[config.mk]
export PLATFORM = sky130hd
export DESIGN_NAME = multicycle_control_flat
export DESIGN_NICKNAME = d
export VERILOG_FILES = /design/src/rtl/multicycle_control_pkg.sv /design/src/rtl/multicycle_control_if.sv /design/src/rtl/multicycle_control_alu_decoder.sv /design/src/rtl/multicycle_control.sv /design/src/flat_wrapper.sv
export SDC_FILE = /design/constraint.sdc
export NUM_CORES = 1
export LEC_CHECK = 0
export ABC_AREA = 1
export BUFFER_PORTS_ARGS = -buffer_cell sky130_fd_sc_hd__buf_2
export CAP_MARGIN = 20
export CORE_ASPECT_RATIO = 0.6
export CORE_MARGIN = 5
export CORE_UTILIZATION = 41
export CTS_BUF_LIST = sky130_fd_sc_hd__clkbuf_8
export DETAILED_ROUTE_END_ITERATION = 16
export PLACE_DENSITY_LB_ADDON = 0.2
export SETUP_SLACK_MARGIN = 0.05
export SLEW_MARGIN = 5
export SYNTH_ARGS = -nofsm -noshare
export SYNTH_HDL_FRONTEND = slang
export SYNTH_SLANG_ARGS = --single-unit
[constraint.sdc]
create_clock -name clk -period 2.51 [get_ports clk]
set_clock_uncertainty 0.1 [all_clocks]
set_input_delay 0.1255 -clock clk [delete_from_list [all_inputs] [get_ports clk]]
set_output_delay 0.1255 -clock clk [all_outputs]
set_load 0.05 [all_outputs]
[src/rtl/multicycle_control_pkg.sv]
// ----------------------------------------------------------------------------
// multicycle_control_pkg
// Shared definitions for the multicycle MIPS-subset controller:
//   - state_e      : FSM state encoding (also exported on the debug port)
//   - OP_* / FN_*  : instruction opcode and R-type funct field values
//   - ALU_*        : 4-bit ALU control codes (zero-extended by users)
//   - aluop_e      : request from the FSM to the ALU decoder
//   - alusrcb_e    : ALU B operand mux select
//   - pcsource_e   : PC source mux select
// ----------------------------------------------------------------------------
package multicycle_control_pkg;

    typedef enum logic [3:0] {
        ST_FETCH   = 4'd0,
        ST_DECODE  = 4'd1,
        ST_MEMADR  = 4'd2,
        ST_MEMRD   = 4'd3,
        ST_MEMWB   = 4'd4,
        ST_MEMWR   = 4'd5,
        ST_EXEC    = 4'd6,
        ST_ALUWB   = 4'd7,
        ST_BRANCH  = 4'd8,
        ST_ADDIEX  = 4'd9,
        ST_ADDIWB  = 4'd10,
        ST_JUMP    = 4'd11,
        ST_ILLEGAL = 4'd12
    } state_e;

    localparam logic [5:0] OP_RTYPE = 6'b000000;
    localparam logic [5:0] OP_LW    = 6'b100011;
    localparam logic [5:0] OP_SW    = 6'b101011;
    localparam logic [5:0] OP_BEQ   = 6'b000100;
    localparam logic [5:0] OP_ADDI  = 6'b001000;
    localparam logic [5:0] OP_J     = 6'b000010;

    localparam logic [5:0] FN_ADD = 6'b100000;
    localparam logic [5:0] FN_SUB = 6'b100010;
    localparam logic [5:0] FN_AND = 6'b100100;
    localparam logic [5:0] FN_OR  = 6'b100101;
    localparam logic [5:0] FN_SLT = 6'b101010;

    localparam logic [3:0] ALU_AND = 4'b0000;
    localparam logic [3:0] ALU_OR  = 4'b0001;
    localparam logic [3:0] ALU_ADD = 4'b0010;
    localparam logic [3:0] ALU_SUB = 4'b0110;
    localparam logic [3:0] ALU_SLT = 4'b0111;

    // ALUOP_NONE yields an all-zero control word so idle states never
    // leave a stale operation on the ALU control lines.
    typedef enum logic [1:0] {
        ALUOP_NONE  = 2'b00,
        ALUOP_ADD   = 2'b01,
        ALUOP_SUB   = 2'b10,
        ALUOP_FUNCT = 2'b11
    } aluop_e;

    typedef enum logic [1:0] {
        SRCB_B      = 2'b00,
        SRCB_FOUR   = 2'b01,
        SRCB_IMM    = 2'b10,
        SRCB_IMM_SH = 2'b11
    } alusrcb_e;

    typedef enum logic [1:0] {
        PCSRC_ALU    = 2'b00,
        PCSRC_ALUOUT = 2'b01,
        PCSRC_JUMP   = 2'b10
    } pcsource_e;

    // States in which the controller owns a memory access and waits on
    // mem_ready.
    function automatic logic isMemWaitState(input state_e s);
        return (s == ST_FETCH) || (s == ST_MEMRD) || (s == ST_MEMWR);
    endfunction

endpackage

[src/rtl/multicycle_control_if.sv]
// ----------------------------------------------------------------------------
// multicycle_control_if
// Bundle between the multicycle controller and its datapath/memory.
//   Inputs to controller : opcode, funct, zero, mem_ready
//   Outputs of controller: mem_req, MemRead, MemWrite, IorD, IRWrite,
//                          PCWrite, PCWriteCond, PCSource, ALUSrcA, ALUSrcB,
//                          alu_ctrl, RegDst, RegWrite, MemToReg,
//                          illegal_op, mem_err, state
// Modports:
//   master : the controller
//   slave  : the datapath / memory side
// ----------------------------------------------------------------------------
interface multicycle_control_if #(
    parameter int ALU_CTRL_W = 4
);

    logic [5:0]            opcode;
    logic [5:0]            funct;
    logic                  zero;
    logic                  mem_ready;

    logic                  mem_req;
    logic                  MemRead;
    logic                  MemWrite;
    logic                  IorD;
    logic                  IRWrite;
    logic                  PCWrite;
    logic                  PCWriteCond;
    logic [1:0]            PCSource;
    logic                  ALUSrcA;
    logic [1:0]            ALUSrcB;
    logic [ALU_CTRL_W-1:0] alu_ctrl;
    logic                  RegDst;
    logic                  RegWrite;
    logic                  MemToReg;
    logic                  illegal_op;
    logic                  mem_err;
    logic [3:0]            state;

    modport master (
        input  opcode, funct, zero, mem_ready,
        output mem_req, MemRead, MemWrite, IorD, IRWrite, PCWrite,
               PCWriteCond, PCSource, ALUSrcA, ALUSrcB, alu_ctrl,
               RegDst, RegWrite, MemToReg, illegal_op, mem_err, state
    );

    modport slave (
        output opcode, funct, zero, mem_ready,
        input  mem_req, MemRead, MemWrite, IorD, IRWrite, PCWrite,
               PCWriteCond, PCSource, ALUSrcA, ALUSrcB, alu_ctrl,
               RegDst, RegWrite, MemToReg, illegal_op, mem_err, state
    );

endinterface

[src/rtl/multicycle_control_alu_decoder.sv]
// ----------------------------------------------------------------------------
// alu_decoder
// Combinational ALU control decode.
//   aluOp_i        : operation requested by the FSM (none/add/sub/funct)
//   funct_i        : IR[5:0], used only when aluOp_i == ALUOP_FUNCT
//   aluCtrl_o      : ALU control code, zero-extended to ALU_CTRL_W
//   illegalFunct_o : funct not supported (only meaningful for ALUOP_FUNCT)
// ----------------------------------------------------------------------------
module alu_decoder
    import multicycle_control_pkg::*;
#(
    parameter int ALU_CTRL_W = 4
) (
    input  aluop_e                aluOp_i,
    input  logic [5:0]            funct_i,
    output logic [ALU_CTRL_W-1:0] aluCtrl_o,
    output logic                  illegalFunct_o
);

    logic [3:0] code;

    // Map the FSM request to a 4-bit code; an unknown funct gives code 0
    // and raises the illegal flag so the FSM can divert to ILLEGAL.
    always_comb begin
        code           = 4'b0000;
        illegalFunct_o = 1'b0;
        case (aluOp_i)
            ALUOP_NONE: code = 4'b0000;
            ALUOP_ADD:  code = ALU_ADD;
            ALUOP_SUB:  code = ALU_SUB;
            ALUOP_FUNCT: begin
                case (funct_i)
                    FN_ADD:  code = ALU_ADD;
                    FN_SUB:  code = ALU_SUB;
                    FN_AND:  code = ALU_AND;
                    FN_OR:   code = ALU_OR;
                    FN_SLT:  code = ALU_SLT;
                    default: begin
                        code           = 4'b0000;
                        illegalFunct_o = 1'b1;
                    end
                endcase
            end
            default: code = 4'b0000;
        endcase
    end

    assign aluCtrl_o = ALU_CTRL_W'(code);

endmodule

[src/rtl/multicycle_control.sv]
// ----------------------------------------------------------------------------
// multicycle_control
// Moore-style control FSM for a multicycle MIPS subset (lw, sw, R-type
// add/sub/and/or/slt, beq, addi, j) with a memory handshake and a
// memory wait timeout.
// Ports:
//   clk   : rising-edge clock
//   rst_n : synchronous active-low reset
//   bus   : multicycle_control_if.master (instruction fields, ALU zero,
//           mem_ready in; all datapath/memory control strobes and the
//           debug state out)
// Parameters:
//   ALU_CTRL_W  : ALU control width (>= 4)
//   MEM_TIMEOUT : max cycles to wait for mem_ready, 0 = wait forever
// ----------------------------------------------------------------------------
module multicycle_control
    import multicycle_control_pkg::*;
#(
    parameter int ALU_CTRL_W  = 4,
    parameter int MEM_TIMEOUT = 16
) (
    input logic                 clk,
    input logic                 rst_n,
    multicycle_control_if.master bus
);

    localparam int CNT_W = (MEM_TIMEOUT > 1) ? $clog2(MEM_TIMEOUT) : 1;
    localparam logic [CNT_W-1:0] CNT_LAST =
        CNT_W'((MEM_TIMEOUT > 0) ? (MEM_TIMEOUT - 1) : 0);

    state_e                state_q, state_d;
    logic [CNT_W-1:0]      waitCount_q, waitCount_d;
    logic                  dropStrobes_q, dropStrobes_d;

    logic                  inMemWait;
    logic                  memTimeout;
    aluop_e                aluOp;
    logic [ALU_CTRL_W-1:0] aluCtrl;
    logic                  illegalFunct;

    logic                  memReq;
    logic                  memRead;
    logic                  memWrite;
    logic                  iorD;
    logic                  irWrite;
    logic                  pcWrite;
    logic                  pcWriteCond;
    pcsource_e             pcSource;
    logic                  aluSrcA;
    alusrcb_e              aluSrcB;
    logic                  regDst;
    logic                  regWrite;
    logic                  memToReg;
    logic                  illegalOp;

    // The ALU zero flag is combined with PCWriteCond by the datapath; the
    // controller only passes the bundle through.
    logic                  unusedZero;
    assign unusedZero = bus.zero;

    alu_decoder #(
        .ALU_CTRL_W (ALU_CTRL_W)
    ) u_alu_decoder (
        .aluOp_i        (aluOp),
        .funct_i        (bus.funct),
        .aluCtrl_o      (aluCtrl),
        .illegalFunct_o (illegalFunct)
    );

    // A timeout is only possible while an access is actually outstanding;
    // the one-cycle strobe-drop after an abort does not count as waiting.
    assign inMemWait  = isMemWaitState(state_q) && !dropStrobes_q;
    assign memTimeout = (MEM_TIMEOUT != 0) && inMemWait && !bus.mem_ready &&
                        (waitCount_q == CNT_LAST);

    // State, wait counter and abort flag registers.
    always_ff @(posedge clk) begin
        if (!rst_n) begin
            state_q       <= ST_FETCH;
            waitCount_q   <= '0;
            dropStrobes_q <= 1'b0;
        end else begin
            state_q       <= state_d;
            waitCount_q   <= waitCount_d;
            dropStrobes_q <= dropStrobes_d;
        end
    end

    // Next-state logic. A timeout aborts to FETCH with all memory strobes
    // held low for one cycle so the memory sees the request withdrawn
    // before the fetch is reissued.
    always_comb begin
        state_d       = state_q;
        dropStrobes_d = 1'b0;
        case (state_q)
            ST_FETCH: begin
                if (dropStrobes_q) begin
                    state_d = ST_FETCH;
                end else if (memTimeout) begin
                    state_d       = ST_FETCH;
                    dropStrobes_d = 1'b1;
                end else if (bus.mem_ready) begin
                    state_d = ST_DECODE;
                end
            end
            ST_DECODE: begin
                case (bus.opcode)
                    OP_LW, OP_SW: state_d = ST_MEMADR;
                    OP_RTYPE:     state_d = ST_EXEC;
                    OP_BEQ:       state_d = ST_BRANCH;
                    OP_ADDI:      state_d = ST_ADDIEX;
                    OP_J:         state_d = ST_JUMP;
                    default:      state_d = ST_ILLEGAL;
                endcase
            end
            ST_MEMADR: begin
                if (bus.opcode == OP_LW) begin
                    state_d = ST_MEMRD;
                end else if (bus.opcode == OP_SW) begin
                    state_d = ST_MEMWR;
                end else begin
                    state_d = ST_ILLEGAL;
                end
            end
            ST_MEMRD: begin
                if (memTimeout) begin
                    state_d       = ST_FETCH;
                    dropStrobes_d = 1'b1;
                end else if (bus.mem_ready) begin
                    state_d = ST_MEMWB;
                end
            end
            ST_MEMWR: begin
                if (memTimeout) begin
                    state_d       = ST_FETCH;
                    dropStrobes_d = 1'b1;
                end else if (bus.mem_ready) begin
                    state_d = ST_FETCH;
                end
            end
            ST_EXEC:    state_d = illegalFunct ? ST_ILLEGAL : ST_ALUWB;
            ST_ADDIEX:  state_d = ST_ADDIWB;
            ST_MEMWB,
            ST_ALUWB,
            ST_BRANCH,
            ST_ADDIWB,
            ST_JUMP,
            ST_ILLEGAL: state_d = ST_FETCH;
            default:    state_d = ST_FETCH;
        endcase
    end

    // Wait counter: counts consecutive not-ready cycles while staying in
    // the same access state; any state change, abort or completion
    // restarts it from zero, which covers (re)entry to a wait state.
    always_comb begin
        waitCount_d = '0;
        if (inMemWait && (state_d == state_q) && !dropStrobes_d &&
            !bus.mem_ready) begin
            waitCount_d = waitCount_q + CNT_W'(1);
        end
    end

    // Output decode from the current state. FETCH additionally qualifies
    // IRWrite/PCWrite with mem_ready. While rst_n is low every strobe is
    // forced off and the mux selects sit at their FETCH values, so a reset
    // in the middle of an access cannot produce a stray write.
    always_comb begin
        memReq      = 1'b0;
        memRead     = 1'b0;
        memWrite    = 1'b0;
        iorD        = 1'b0;
        irWrite     = 1'b0;
        pcWrite     = 1'b0;
        pcWriteCond = 1'b0;
        pcSource    = PCSRC_ALU;
        aluSrcA     = 1'b0;
        aluSrcB     = SRCB_B;
        aluOp       = ALUOP_NONE;
        regDst      = 1'b0;
        regWrite    = 1'b0;
        memToReg    = 1'b0;
        illegalOp   = 1'b0;
        case (state_q)
            ST_FETCH: begin
                aluSrcB = SRCB_FOUR;
                aluOp   = ALUOP_ADD;
                if (!dropStrobes_q) begin
                    memReq  = 1'b1;
                    memRead = 1'b1;
                    irWrite = bus.mem_ready;
                    pcWrite = bus.mem_ready;
                end
            end
            ST_DECODE: begin
                aluSrcB = SRCB_IMM_SH;
                aluOp   = ALUOP_ADD;
            end
            ST_MEMADR, ST_ADDIEX: begin
                aluSrcA = 1'b1;
                aluSrcB = SRCB_IMM;
                aluOp   = ALUOP_ADD;
            end
            ST_MEMRD: begin
                memReq  = 1'b1;
                memRead = 1'b1;
                iorD    = 1'b1;
            end
            ST_MEMWR: begin
                memReq   = 1'b1;
                memWrite = 1'b1;
                iorD     = 1'b1;
            end
            ST_MEMWB: begin
                regWrite = 1'b1;
                memToReg = 1'b1;
            end
            ST_EXEC: begin
                aluSrcA = 1'b1;
                aluSrcB = SRCB_B;
                aluOp   = ALUOP_FUNCT;
            end
            ST_ALUWB: begin
                regWrite = 1'b1;
                regDst   = 1'b1;
            end
            ST_BRANCH: begin
                aluSrcA     = 1'b1;
                aluSrcB     = SRCB_B;
                aluOp       = ALUOP_SUB;
                pcWriteCond = 1'b1;
                pcSource    = PCSRC_ALUOUT;
            end
            ST_ADDIWB: begin
                regWrite = 1'b1;
            end
            ST_JUMP: begin
                pcWrite  = 1'b1;
                pcSource = PCSRC_JUMP;
            end
            ST_ILLEGAL: begin
                illegalOp = 1'b1;
            end
            default: begin
            end
        endcase

        if (!rst_n) begin
            memReq      = 1'b0;
            memRead     = 1'b0;
            memWrite    = 1'b0;
            iorD        = 1'b0;
            irWrite     = 1'b0;
            pcWrite     = 1'b0;
            pcWriteCond = 1'b0;
            pcSource    = PCSRC_ALU;
            aluSrcA     = 1'b0;
            aluSrcB     = SRCB_FOUR;
            aluOp       = ALUOP_ADD;
            regDst      = 1'b0;
            regWrite    = 1'b0;
            memToReg    = 1'b0;
            illegalOp   = 1'b0;
        end
    end

    assign bus.mem_req     = memReq;
    assign bus.MemRead     = memRead;
    assign bus.MemWrite    = memWrite;
    assign bus.IorD        = iorD;
    assign bus.IRWrite     = irWrite;
    assign bus.PCWrite     = pcWrite;
    assign bus.PCWriteCond = pcWriteCond;
    assign bus.PCSource    = pcSource;
    assign bus.ALUSrcA     = aluSrcA;
    assign bus.ALUSrcB     = aluSrcB;
    assign bus.alu_ctrl    = aluCtrl;
    assign bus.RegDst      = regDst;
    assign bus.RegWrite    = regWrite;
    assign bus.MemToReg    = memToReg;
    assign bus.illegal_op  = illegalOp;
    assign bus.mem_err     = memTimeout && rst_n;
    assign bus.state       = state_q;

endmodule

[src/flat_wrapper.sv]
// flat-port wrapper written by rule: the top's interface ports become plain ports
module multicycle_control_flat import multicycle_control_pkg::*;
#(
    parameter int ALU_CTRL_W  = 4,
    parameter int MEM_TIMEOUT = 16
)
  (clk, rst_n, bus_opcode, bus_funct, bus_zero, bus_mem_ready, bus_mem_req, bus_MemRead, bus_MemWrite, bus_IorD, bus_IRWrite, bus_PCWrite, bus_PCWriteCond, bus_PCSource, bus_ALUSrcA, bus_ALUSrcB, bus_alu_ctrl, bus_RegDst, bus_RegWrite, bus_MemToReg, bus_illegal_op, bus_mem_err, bus_state);
  multicycle_control_if #(.ALU_CTRL_W(ALU_CTRL_W)) bus_i ();
  input logic clk;
  input logic rst_n;
  input wire logic [$bits(bus_i.opcode)-1:0] bus_opcode;
  input wire logic [$bits(bus_i.funct)-1:0] bus_funct;
  input wire logic [$bits(bus_i.zero)-1:0] bus_zero;
  input wire logic [$bits(bus_i.mem_ready)-1:0] bus_mem_ready;
  output wire logic [$bits(bus_i.mem_req)-1:0] bus_mem_req;
  output wire logic [$bits(bus_i.MemRead)-1:0] bus_MemRead;
  output wire logic [$bits(bus_i.MemWrite)-1:0] bus_MemWrite;
  output wire logic [$bits(bus_i.IorD)-1:0] bus_IorD;
  output wire logic [$bits(bus_i.IRWrite)-1:0] bus_IRWrite;
  output wire logic [$bits(bus_i.PCWrite)-1:0] bus_PCWrite;
  output wire logic [$bits(bus_i.PCWriteCond)-1:0] bus_PCWriteCond;
  output wire logic [$bits(bus_i.PCSource)-1:0] bus_PCSource;
  output wire logic [$bits(bus_i.ALUSrcA)-1:0] bus_ALUSrcA;
  output wire logic [$bits(bus_i.ALUSrcB)-1:0] bus_ALUSrcB;
  output wire logic [$bits(bus_i.alu_ctrl)-1:0] bus_alu_ctrl;
  output wire logic [$bits(bus_i.RegDst)-1:0] bus_RegDst;
  output wire logic [$bits(bus_i.RegWrite)-1:0] bus_RegWrite;
  output wire logic [$bits(bus_i.MemToReg)-1:0] bus_MemToReg;
  output wire logic [$bits(bus_i.illegal_op)-1:0] bus_illegal_op;
  output wire logic [$bits(bus_i.mem_err)-1:0] bus_mem_err;
  output wire logic [$bits(bus_i.state)-1:0] bus_state;
  assign bus_i.opcode = bus_opcode;
  assign bus_i.funct = bus_funct;
  assign bus_i.zero = bus_zero;
  assign bus_i.mem_ready = bus_mem_ready;
  assign bus_mem_req = bus_i.mem_req;
  assign bus_MemRead = bus_i.MemRead;
  assign bus_MemWrite = bus_i.MemWrite;
  assign bus_IorD = bus_i.IorD;
  assign bus_IRWrite = bus_i.IRWrite;
  assign bus_PCWrite = bus_i.PCWrite;
  assign bus_PCWriteCond = bus_i.PCWriteCond;
  assign bus_PCSource = bus_i.PCSource;
  assign bus_ALUSrcA = bus_i.ALUSrcA;
  assign bus_ALUSrcB = bus_i.ALUSrcB;
  assign bus_alu_ctrl = bus_i.alu_ctrl;
  assign bus_RegDst = bus_i.RegDst;
  assign bus_RegWrite = bus_i.RegWrite;
  assign bus_MemToReg = bus_i.MemToReg;
  assign bus_illegal_op = bus_i.illegal_op;
  assign bus_mem_err = bus_i.mem_err;
  assign bus_state = bus_i.state;
  multicycle_control #(.ALU_CTRL_W(ALU_CTRL_W), .MEM_TIMEOUT(MEM_TIMEOUT)) u_core (.clk(clk), .rst_n(rst_n), .bus(bus_i));
endmodule
==> results of run 1 <==
per-stage QoR:
| stage | setup WS (ns) | utilization | area, um^2 | power, mW | hold slack (ns) |
|---|---|---|---|---|---|
| finish | 0.3852 | 0.5641 | 1239 | 0.7763 | 0.1588 |
| global route | 0.2325 | 0.5641 | 1239 | 0.8259 | 0.1712 |
| CTS | 0.3899 | 0.5641 | 1239 | 0.7814 | 0.1550 |
| detailed placement | 0.6598 | 0.5436 | 1194 | 0.6059 | 0.3579 |
| global placement | 0.7066 | 0.5436 | 1194 | 0.5976 | 0.3463 |
| floorplan | 0.08313 | - | 988.4 | 0.5148 | 0.2123 |
power groups by stage:
stage / Clock (mW) / Sequential (mW) / Combinational, mW
after global routing: 0.186 / 0.186 / 0.453
final: 0.172 / 0.184 / 0.420
after global placement: 0 / 0.185 / 0.413
after floorplan: 0 / 0.213 / 0.302
after CTS: 0.177 / 0.183 / 0.421
after detailed placement: 0 / 0.186 / 0.420
flip-flops by register name (all words and copies together) (netlist names):
name and cells:
u_core.bus.state 4, u_core.dropStrobes_q 1, u_core.waitCount_q 4
worst reg2reg max path: stages (launching register included):
cell and delay [ns]:
dfxtp_1 0.53, nand2_1 0.20, inv_1 0.11, nand2_1 0.13, nand3_2 0.14, nand3_4 0.10
nand3_1 0.09, nand2_1 0.05, nor2_1 0.10, nor2_1 0.04
per-layer routing:
layer	wire length (um)	vias to the layer above	GRT usage
met3	213	4	0.04612
li1	-	606	-
met1	1337	523	0.2395
met5	0	-	0
met2	1093	36	0.2204
met4	38	0	0.08824
layout by cell type, fill, tap and decap left out, drive strengths merged:
cell type / instances
nand2: 34
nand3: 21
a22oi: 1
nor4: 2
a21oi: 9
nand4: 3
inv: 25
nor3: 2
a31oi: 1
nor3b: 1
o21ai: 2
o31ai: 1
nand3b: 1
ha: 1
a31o: 1
conb: 1
xor2: 1
dfxtp: 9
clkbuf: 3
buf: 38
nor2: 44
o2111ai: 1
o211ai: 1
cell families (layout without fill, tap and decap cells):
kind of cell	count (synthesis)	after routing	synth area share
buf+inv	28	66	0.1170
flops	9	9	0.1873
fa+ha+maj	1	1	0.01300
xor+xnor	1	1	0.009104
compound gates	17	17	0.1118
other cells	1	1	0.003897
simple gates	108	108	0.5579
path summary, 6_finish.rpt:
kind	from	to	slack, ns	depth (start not counted)
max reg2reg	u_core.bus.state[1]	u_core.bus.state[0]	0.79	9
min	rst_n	u_core.waitCount_q[1]	0.16	3
max	u_core.bus.state[0]	bus_alu_ctrl[1]	0.39	11
min reg2reg	u_core.waitCount_q[0]	u_core.waitCount_q[0]	0.37	1
area by class of cell:
| type | count | area [um^2] | share of cell area |
|---|---|---|---|
| multi-input cells | 128 | 695.7 | 0.5616 |
| flip-flops and latches | 9 | 180.2 | 0.1455 |
| inverters | 24 | 90.09 | 0.07273 |
| well taps | 30 | 37.54 | 0.03030 |
| clock buffers | 3 | 41.29 | 0.03333 |
| clock inverters | 1 | 3.754 | 0.003030 |
| repair buffers | 38 | 190.2 | 0.1535 |
==> summary.md, run 1 <==
| Metric | Value |
|---|---|
| FMAX | about 470 MHz |
| Final WL | 2682 um |
| 1st-pass router iterations | 5 |
| Share of layout cells above drive strength 1 | 0.3054 |
| Syn nets | 182 |
| Bufs on Longest Clock Path | 2 |
| Lkg Pwr | about 0.70 nW |
| Setup_tns | 0 ns |
| Post-CTS Resized | 0 |
| Fin crit period | approximately 2.1 ns |
| Clk pwr share | 0.222 |
| CP delay by family, top | buffers and inverters |
| Clock transition at path regs | 0.05 ns |
| Num Clock Sinks | 9 |
| RePlAce Congestion | approximately 0.79 |
| Hold-fix buffers at CTS | 0 |
| Crit end category | output pin |
| Synth Warn # | 0 |
| Largest net degree at the start of global routing | 21 |
| Critical-path cell list | inv_1, nand2_1, inv_1, nand2_4, nand3_2, nand3_2, inv_1, nand3_1, o31ai_1, inv_1, buf_2 |
| FFs w/ async S/R, synth | 0 |
| CP max stage delay | 0.47 ns |
| Fillers | about 230 |
| Data required time at the worst endpoint | 2.28 ns |
| Slew @ Worst Pin | 0.6754 ns |
| Setup Buffers After CTS | 0 |
| Root Driver | clkbuf_8 |
| Fin. max-slew vios | 0 |
| Psw | 0.4068 mW |
| Remaining DRCs | 0 |
| Yosys top cell area share | 0.1873 |
| Worst Hold Class | input port to flip-flop |
| DP Cell Count | between 200 and 250 |
| Int Pwr | between 0.3 and 0.4 mW |
| Crit path max fanout | 5 |
| Most numerous cell in the Yosys netlist | nor2_1 |
| Core outline area | 0.002196 mm^2 |
| Synth area leaders | dfxtp_1, nor2_1, nand2_1 |
| Arrival @ worst endpoint | 1.90 ns |
| Slowest-stage cell, CP | dfxtp_1 |
| Routed WL per cell | 11.51 um |
| Syn Area/Cell | about 6 um^2 |
| Initial core utilization | 0.4382 |
| Top post-synthesis cells by count | nor2_1, nand2_1, inv_1, nand3_1 |
| Hpwl dp | 2247 um |
| RSZ-0062 raised after global routing | false |
| Power Dens Cells | between 600 and 700 mW/mm^2 |
| Routed Antenna Nets | 0 |
| Post-Syn Area | just under 0.001 mm^2 |
| WP buf/inv | 5 |
| Number of max-cap violations | 0 |
| Post-Layout Cell Count | roughly 230 |
| Power share of the combinational group | 0.542 |
| H-tree depth | 1 |
| Flop pwr share | 0.237 |
| Slew headroom | 0.5492 |
| Overall die area | 0.003447 mm^2 |
| Total GRT Usage | 0.1657 |
| Sw Share | 0.5240 |
| GR Overflow Total | 0 |
| CTS buffer count | 3 |
| Mapped Cells | 165 |
| Area grow syn2layout | 28.74% |
| Initial antenna violation count | 0 |
| First-pass GRT wire length | 4278 um |
| Total number of vias | 1169 |
| IO Count | 41 |
| Sequential cell area fraction in the yosys report | 0.1873 |
| Final Hold Fails | 0 |
| Port bufs | 38 |
| Crit-path most repeated cell | inv_1 |
| CTS tree | yes |
| Die Ht | ~48 um |
| Post-synth EDFFs | 0 |
| Main synth FF type | dfxtp_1 |
| Setup crit start kind | flip-flop |
| Drt initial violations | 142 |
| Yosys reg bits | 9 |
| Max VDD drop | 0.3333 mV |
| Antenna diodes | 0 |
| Worst setup path category | flip-flop to output pin |
| Row count | 13 |
| Vias per inst | around 5.0 |
| Number of global-route vias before repair | 940 |
| Status | finished clean |
| Layout Nets | 221 |
| Die Wd | 72.54 um |
| Setup Viol. Count Final | 0 |
| Later-pin clock latency in the skew report | between 0.2 and 0.25 ns |
| Final period utilization | 0.8465 |
| Synth cell types | 31 |
| Synth area leader | dfxtp_1 |
Note: power is estimated with default switching activity, not from simulation.
==> run 2: changes to the inputs <==
Clock period 2.51 ns to 2.2 ns, I/O delays scaled along.
==> run 2 against run 1 <==
Against the previous run: count of clock-buffer cells in the layout is the same; first-iteration DRC count shrank 42%; sequential cell count is the same; via count grew 0.60%; non-clock buffer count is the same; combinational power grew 15%; core utilization grew 1.1 points; largest power group unchanged; highest routed layer unchanged.
==> summary.md, run 2 (same netlist as run 1, synthesis figures left out) <==
| Metric | Value |
|---|---|
| Worst Hold Class | input port to flip-flop |
| First-pass GRT wire length | 4374 um |
| Largest net degree at the start of global routing | 21 |
| Worst R2R Path Depth | 9 |
| GR Util met1 | 0.2169 |
| Sw Share | 0.5202 |
| Critical Path End | bus_alu_ctrl[1] |
| Slowest-stage cell, CP | dfxtp_1 |
| WP depth | 10 |
| IO Count | slightly above 40 |
| Final Power | 0.8902 mW |
| Setup crit start kind | flip-flop |
| Total number of vias | 1176 |
| Core outline area | 0.002196 mm^2 |
| Remaining DRCs | 0 |
| Slew @ Worst Pin | 0.7509 ns |
| H-tree depth | 1 |
| Num Clock Sinks | 9 |
| 1st-pass router iterations | 4 |
| Fin crit period | 1.989 ns |
| Most frequent cells in the layout | buf_2, nor2_1, nand2_1 |
| WP buf/inv | 4 |
| Setup Buffers After CTS | 0 |
| Initial core utilization | 0.4382 |
| Number of global-route vias before repair | a little over 1000 |
| Final WL | 2642 um |
| Post-Layout Cell Count | roughly 230 |
| Drt initial violations | between 80 and 90 |
| Number of max-cap violations | 0 |
| GR Overflow Total | 0 |
| Crit-path most repeated cell | inv_1 |
| Data required time at the worst endpoint | around 2 ns |
| Max VDD drop | 0.2771 mV |
| Fin. max-slew vios | 0 |
| Met3 usage | 0.04193 |
| Post-CTS Resized | 0 |
| Root Driver | clkbuf_8 |
| Overall die area | between 0.003 and 0.004 mm^2 |
| Slack of the worst reg-to-reg path | about 0.5 ns |
| CP delay by family, top | flip-flops |
| Final period utilization | 0.9040 |
| Layout Nets | 221 |
| Pre-CTS setup slack | between 0.3 and 0.4 ns |
| CP max stage delay | 0.54 ns |
| Most common cell after layout, fill and taps aside | buf_2 |
| Critical-path cell list | inv_2, nor2_4, nand2_4, nand2_2, nand3_2, inv_1, nand3_1, o31ai_1, inv_1, buf_2 |
| Hold-fix buffers at CTS | 0 |
| Setup WS post-layout | 0.2111 ns |
| Setup Viol. Count Final | 0 |
| Lkg Pwr | 0.7014 nW |
| Port bufs | 38 |
| Row count | 13 |
| Power Dens Cells | between 700 and 800 mW/mm^2 |
| Share of layout cells above drive strength 1 | 0.3498 |
| Slew headroom | 0.4989 |
| Origin of the worst setup path | u_core.bus.state[2] |
| Hpwl dp | 2238 um |
| CTS tree | yes |
| Routed Antenna Nets | 0 |
| Final Hold Fails | 0 |
| Total GRT Usage | 0.1606 |
| Flop pwr share | 0.237 |
| Routed WL per cell | 11.34 um |
| Status | finished clean |
| Area grow syn2layout | 31.34% |
| Clock transition at path regs | 0.05 ns |
| CTS buffer count | 3 |
| Power share of the combinational group | 0.543 |
| Fillers | 217 |
| RePlAce Congestion | between 0.8 and 0.9 |
| Crit end category | output pin |
| RSZ-0062 raised after global routing | false |
| Initial antenna violation count | 0 |
| Crit path max fanout | 6 |
| Vias per inst | around 5.0 |
| Clk pwr share | 0.220 |
| Worst setup path category | flip-flop to output pin |
| Psw | around 0.46 mW |
| Met2 Usage GRT | 0.2634 |
| Setup_tns | 0 ns |
| DP Cell Count | 229 |
| Bufs on Longest Clock Path | 2 |
| Die Wd | 72.54 um |
| Grt peak-use layer | met2 |
| Worst flop-to-flop path endpoint | u_core.bus.state[1] |
| FMAX | 502.8 MHz |
| Int Pwr | 0.4272 mW |
| Die Ht | 47.53 um |
| Later-pin clock latency in the skew report | 0.24 ns |
| Arrival @ worst endpoint | approximately 1.8 ns |
| RR Startpoint | u_core.bus.state[2] |
| Antenna diodes | 0 |
-- run 2: changes by cell type in the layout (fill, tap and decap cells not counted), sizes merged --
cell,change
inv,-1
clkinv,+1
-- run 2: worst min path at each step --
stage,startpoint,endpoint,slack [ns],cells past startpoint
after floorplan,rst_n,u_core.waitCount_q[1],0.20,2
after global placement,u_core.waitCount_q[0],u_core.waitCount_q[0],0.33,1
after detailed placement,u_core.waitCount_q[0],u_core.waitCount_q[0],0.34,1
after CTS,rst_n,u_core.waitCount_q[1],0.15,3
after global routing,rst_n,u_core.waitCount_q[1],0.17,3
final,rst_n,u_core.waitCount_q[1],0.15,3
-- run 2: metal layers --
| metal | vias up | wire (um) |
|---|---|---|
| li1 | 606 | - |
| met1 | 529 | 1193 |
| met2 | 37 | 1192 |
| met3 | 4 | 232 |
| met4 | 0 | 23 |
| met5 | - | 0 |
-- run 2: tightest hold or removal path: stages --
cell and delay [ns]:
buf_2 0.15, o2111ai_2 0.13, nor2_1 0.05
-- run 2: power groups by stage --
stage	clock (mW)	sequential [mW]	combinational, mW
3_3_place_gp	0	0.210	0.477
2_1_floorplan	0	0.243	0.350
4_1_cts	0.201	0.208	0.484
3_5_place_dp	0	0.211	0.482
6_report	0.196	0.211	0.483
5_1_grt	0.211	0.212	0.522
-- run 2: area by class of cell --
type                            instances  area (um^2)  share of cell area
Clock buffer                            3        41.29             0.03267
Clock inverter                          1        5.005            0.003960
Inverter                               24        90.09             0.07129
Sequential cell                         9        182.7              0.1446
Timing Repair Buffer                   38        190.2              0.1505
Tap cell                               30        37.54             0.02970
Multi-Input combinational cell        128        716.9              0.5673
-- run 2: per-stage QoR --
step                      hold slack (ns)  utilization  area, um^2
after floorplan                    0.1968            -        1007
after CTS                          0.1508       0.5732        1259
after global placement             0.3325       0.5521        1212
after detailed placement           0.3412       0.5521        1212
after global routing               0.1671       0.5755        1264
final                              0.1494       0.5755        1264
==> run 3: changes to the inputs <==
Settings changed: CELL_PAD_IN_SITES_DETAIL_PLACEMENT set to 1, CELL_PAD_IN_SITES_GLOBAL_PLACEMENT set to 1, CORE_UTILIZATION 41 to 32, PLACE_DENSITY_LB_ADDON 0.2 to 0.1.
==> run 3 against run 2 <==
Against the previous run: via count decreased by 2.0%; routed wire length up 22%; combinational power up 3%; worst setup slack better by 0.039 ns; register-to-register slack is essentially flat; sequential cell count unchanged; power is 1.4% higher; cell area is 1.7% higher; worst hold slack lost 0.00056 ns; maximum frequency is 2.0% higher; critical endpoint is now bus_ALUSrcA; largest power group unchanged; highest routed layer unchanged.
==> summary.md, run 3 (same netlist as run 1, synthesis figures left out) <==
| Metric | Value |
|---|---|
| First-pass GRT wire length | approximately 5500 um |
| Port bufs | 38 |
| Die Wd | 80.79 um |
| Area grow syn2layout | 33.55% |
| RePlAce Congestion | 0.7616 |
| Fillers | 403 |
| Total GRT Usage | 0.1689 |
| CTS buffer count | 3 |
| Setup WS post-layout | 0.2501 ns |
| Bufs on Longest Clock Path | 2 |
| Initial antenna violation count | 0 |
| Setup_tns | 0 ns |
| Core outline area | 0.002872 mm^2 |
| Status | finished clean |
| Largest net degree at the start of global routing | 21 |
| Overall die area | 0.004239 mm^2 |
| Remaining DRCs | 0 |
| Row count | 15 |
| Arrival @ worst endpoint | 1.74 ns |
| Drt initial violations | 34 |
| Num Clock Sinks | 9 |
| Slew headroom | 0.4886 |
| Antenna diodes | 0 |
| Root Driver | clkbuf_8 |
| Initial core utilization | 0.3351 |
| Worst R2R Path Depth | 9 |
| Max VDD drop | 0.3342 mV |
| Final period utilization | 0.8863 |
| Routed WL per cell | about 13 um |
| Setup Viol. Count Final | 0 |
| Fin crit period | 1.950 ns |
| Slew @ Worst Pin | between 0.7 and 0.8 ns |
| CTS tree | yes |
| RSZ-0062 raised after global routing | false |
| IO Count | 41 |
| Final instance area | 0.001285 mm^2 |
| FMAX | 512.8 MHz |
| Later-pin clock latency in the skew report | 0.24 ns |
| GR Overflow Total | 0 |
| Worst Hold Class | input port to flip-flop |
| Crit end category | output pin |
| Lkg Pwr | ~0.70 nW |
| Number of global-route vias before repair | about 1200 |
| Vias per inst | between 4 and 5 |
| Die Ht | between 50 and 60 um |
| Placed cell areas | 0.001227 mm^2 |
| Most frequent cells in the layout | nor2_1, buf_2, nand2_1 |
| Worst setup path category | flip-flop to output pin |
| Hold-fix buffers at CTS | 0 |
| 1st-pass router iterations | 4 |
| Min Hold Slack | 0.1488 ns |
| Number of max-cap violations | 0 |
| Register Area | 185.2 um^2 |
| Share of layout cells above drive strength 1 | 0.3596 |
| Final Hold Fails | 0 |
| Setup crit start kind | flip-flop |
| Clock transition at path regs | 0.05 ns |
| Fin. max-slew vios | 0 |
| Final WL | 3226 um |
| Min-Delay Path Depth | 3 |
| Routed Antenna Nets | 0 |
| Total number of vias | 1153 |
| Multi-input logic area | around 720 um^2 |
| Data required time at the worst endpoint | just under 2 ns |
| H-tree depth | 1 |
| Crit path max fanout | 7 |
| Hpwl dp | 2805 um |
| Pre-CTS setup slack | ~0.33 ns |
| Power Dens Cells | 702.4 mW/mm^2 |
| Layout Nets | around 220 |
run 3: repair_timing:
| item | in CTS | in global routing |
|---|---|---|
| setup endpoints to repair | 0 | 8 |
| buffers inserted | 0 | 0 |
| gates resized for setup | 0 | 8 |
run 3: cell type report:
class | instances | share of cell area
timing repair buffer | 38 | 0.1519
clock inverter | 1 | 0.002921
sequential | 9 | 0.1441
inverter | 24 | 0.07011
multi-input combinational | 128 | 0.5579
clock buffer | 3 | 0.03213
tap | 42 | 0.04090
run 3: report_power, final:
part	internal, mW	total, mW	switching [mW]	leakage [nW]
clock	0.122	0.195	0.0728	0.0269
combinational	0.127	0.496	0.369	0.603
sequential	0.181	0.212	0.0308	0.0749
total	0.430	0.903	0.473	0.705
run 3: per-stage QoR:
stage            util  instances  total power [mW]
4_1_cts        0.4431        245            0.9023
5_1_grt        0.4475        245            0.9648
3_3_place_gp   0.4275        241            0.6914
2_1_floorplan       -        165            0.5928
3_5_place_dp   0.4275        241            0.7058
6_report       0.4475        245            0.9026
run 3: worst max-delay path, stage by stage (launching register included):
cell and delay, ns:
dfxtp_2 0.36, nor2_4 0.20, inv_1 0.08, nor2_1 0.29
a21oi_1 0.13, a31oi_2 0.15, buf_2 0.29
run 3: path summary, 6_finish.rpt:
path / slack, ns / end / startpoint
worst min register to register: 0.39 / u_core.waitCount_q[0] / u_core.waitCount_q[0]
worst max-delay path: 0.25 / bus_ALUSrcA / u_core.bus.state[3]
worst max register to register: 0.51 / u_core.bus.state[1] / u_core.bus.state[1]
worst min-delay path: 0.15 / u_core.waitCount_q[1] / rst_n
run 3: routing by layer:
metal	track usage	up-vias	part of all wire
li1	-	607	-
met1	0.2254	520	0.50
met2	0.2775	24	0.44
met3	0.04639	2	0.051
met4	0.02528	0	0.0043
met5	0	-	0
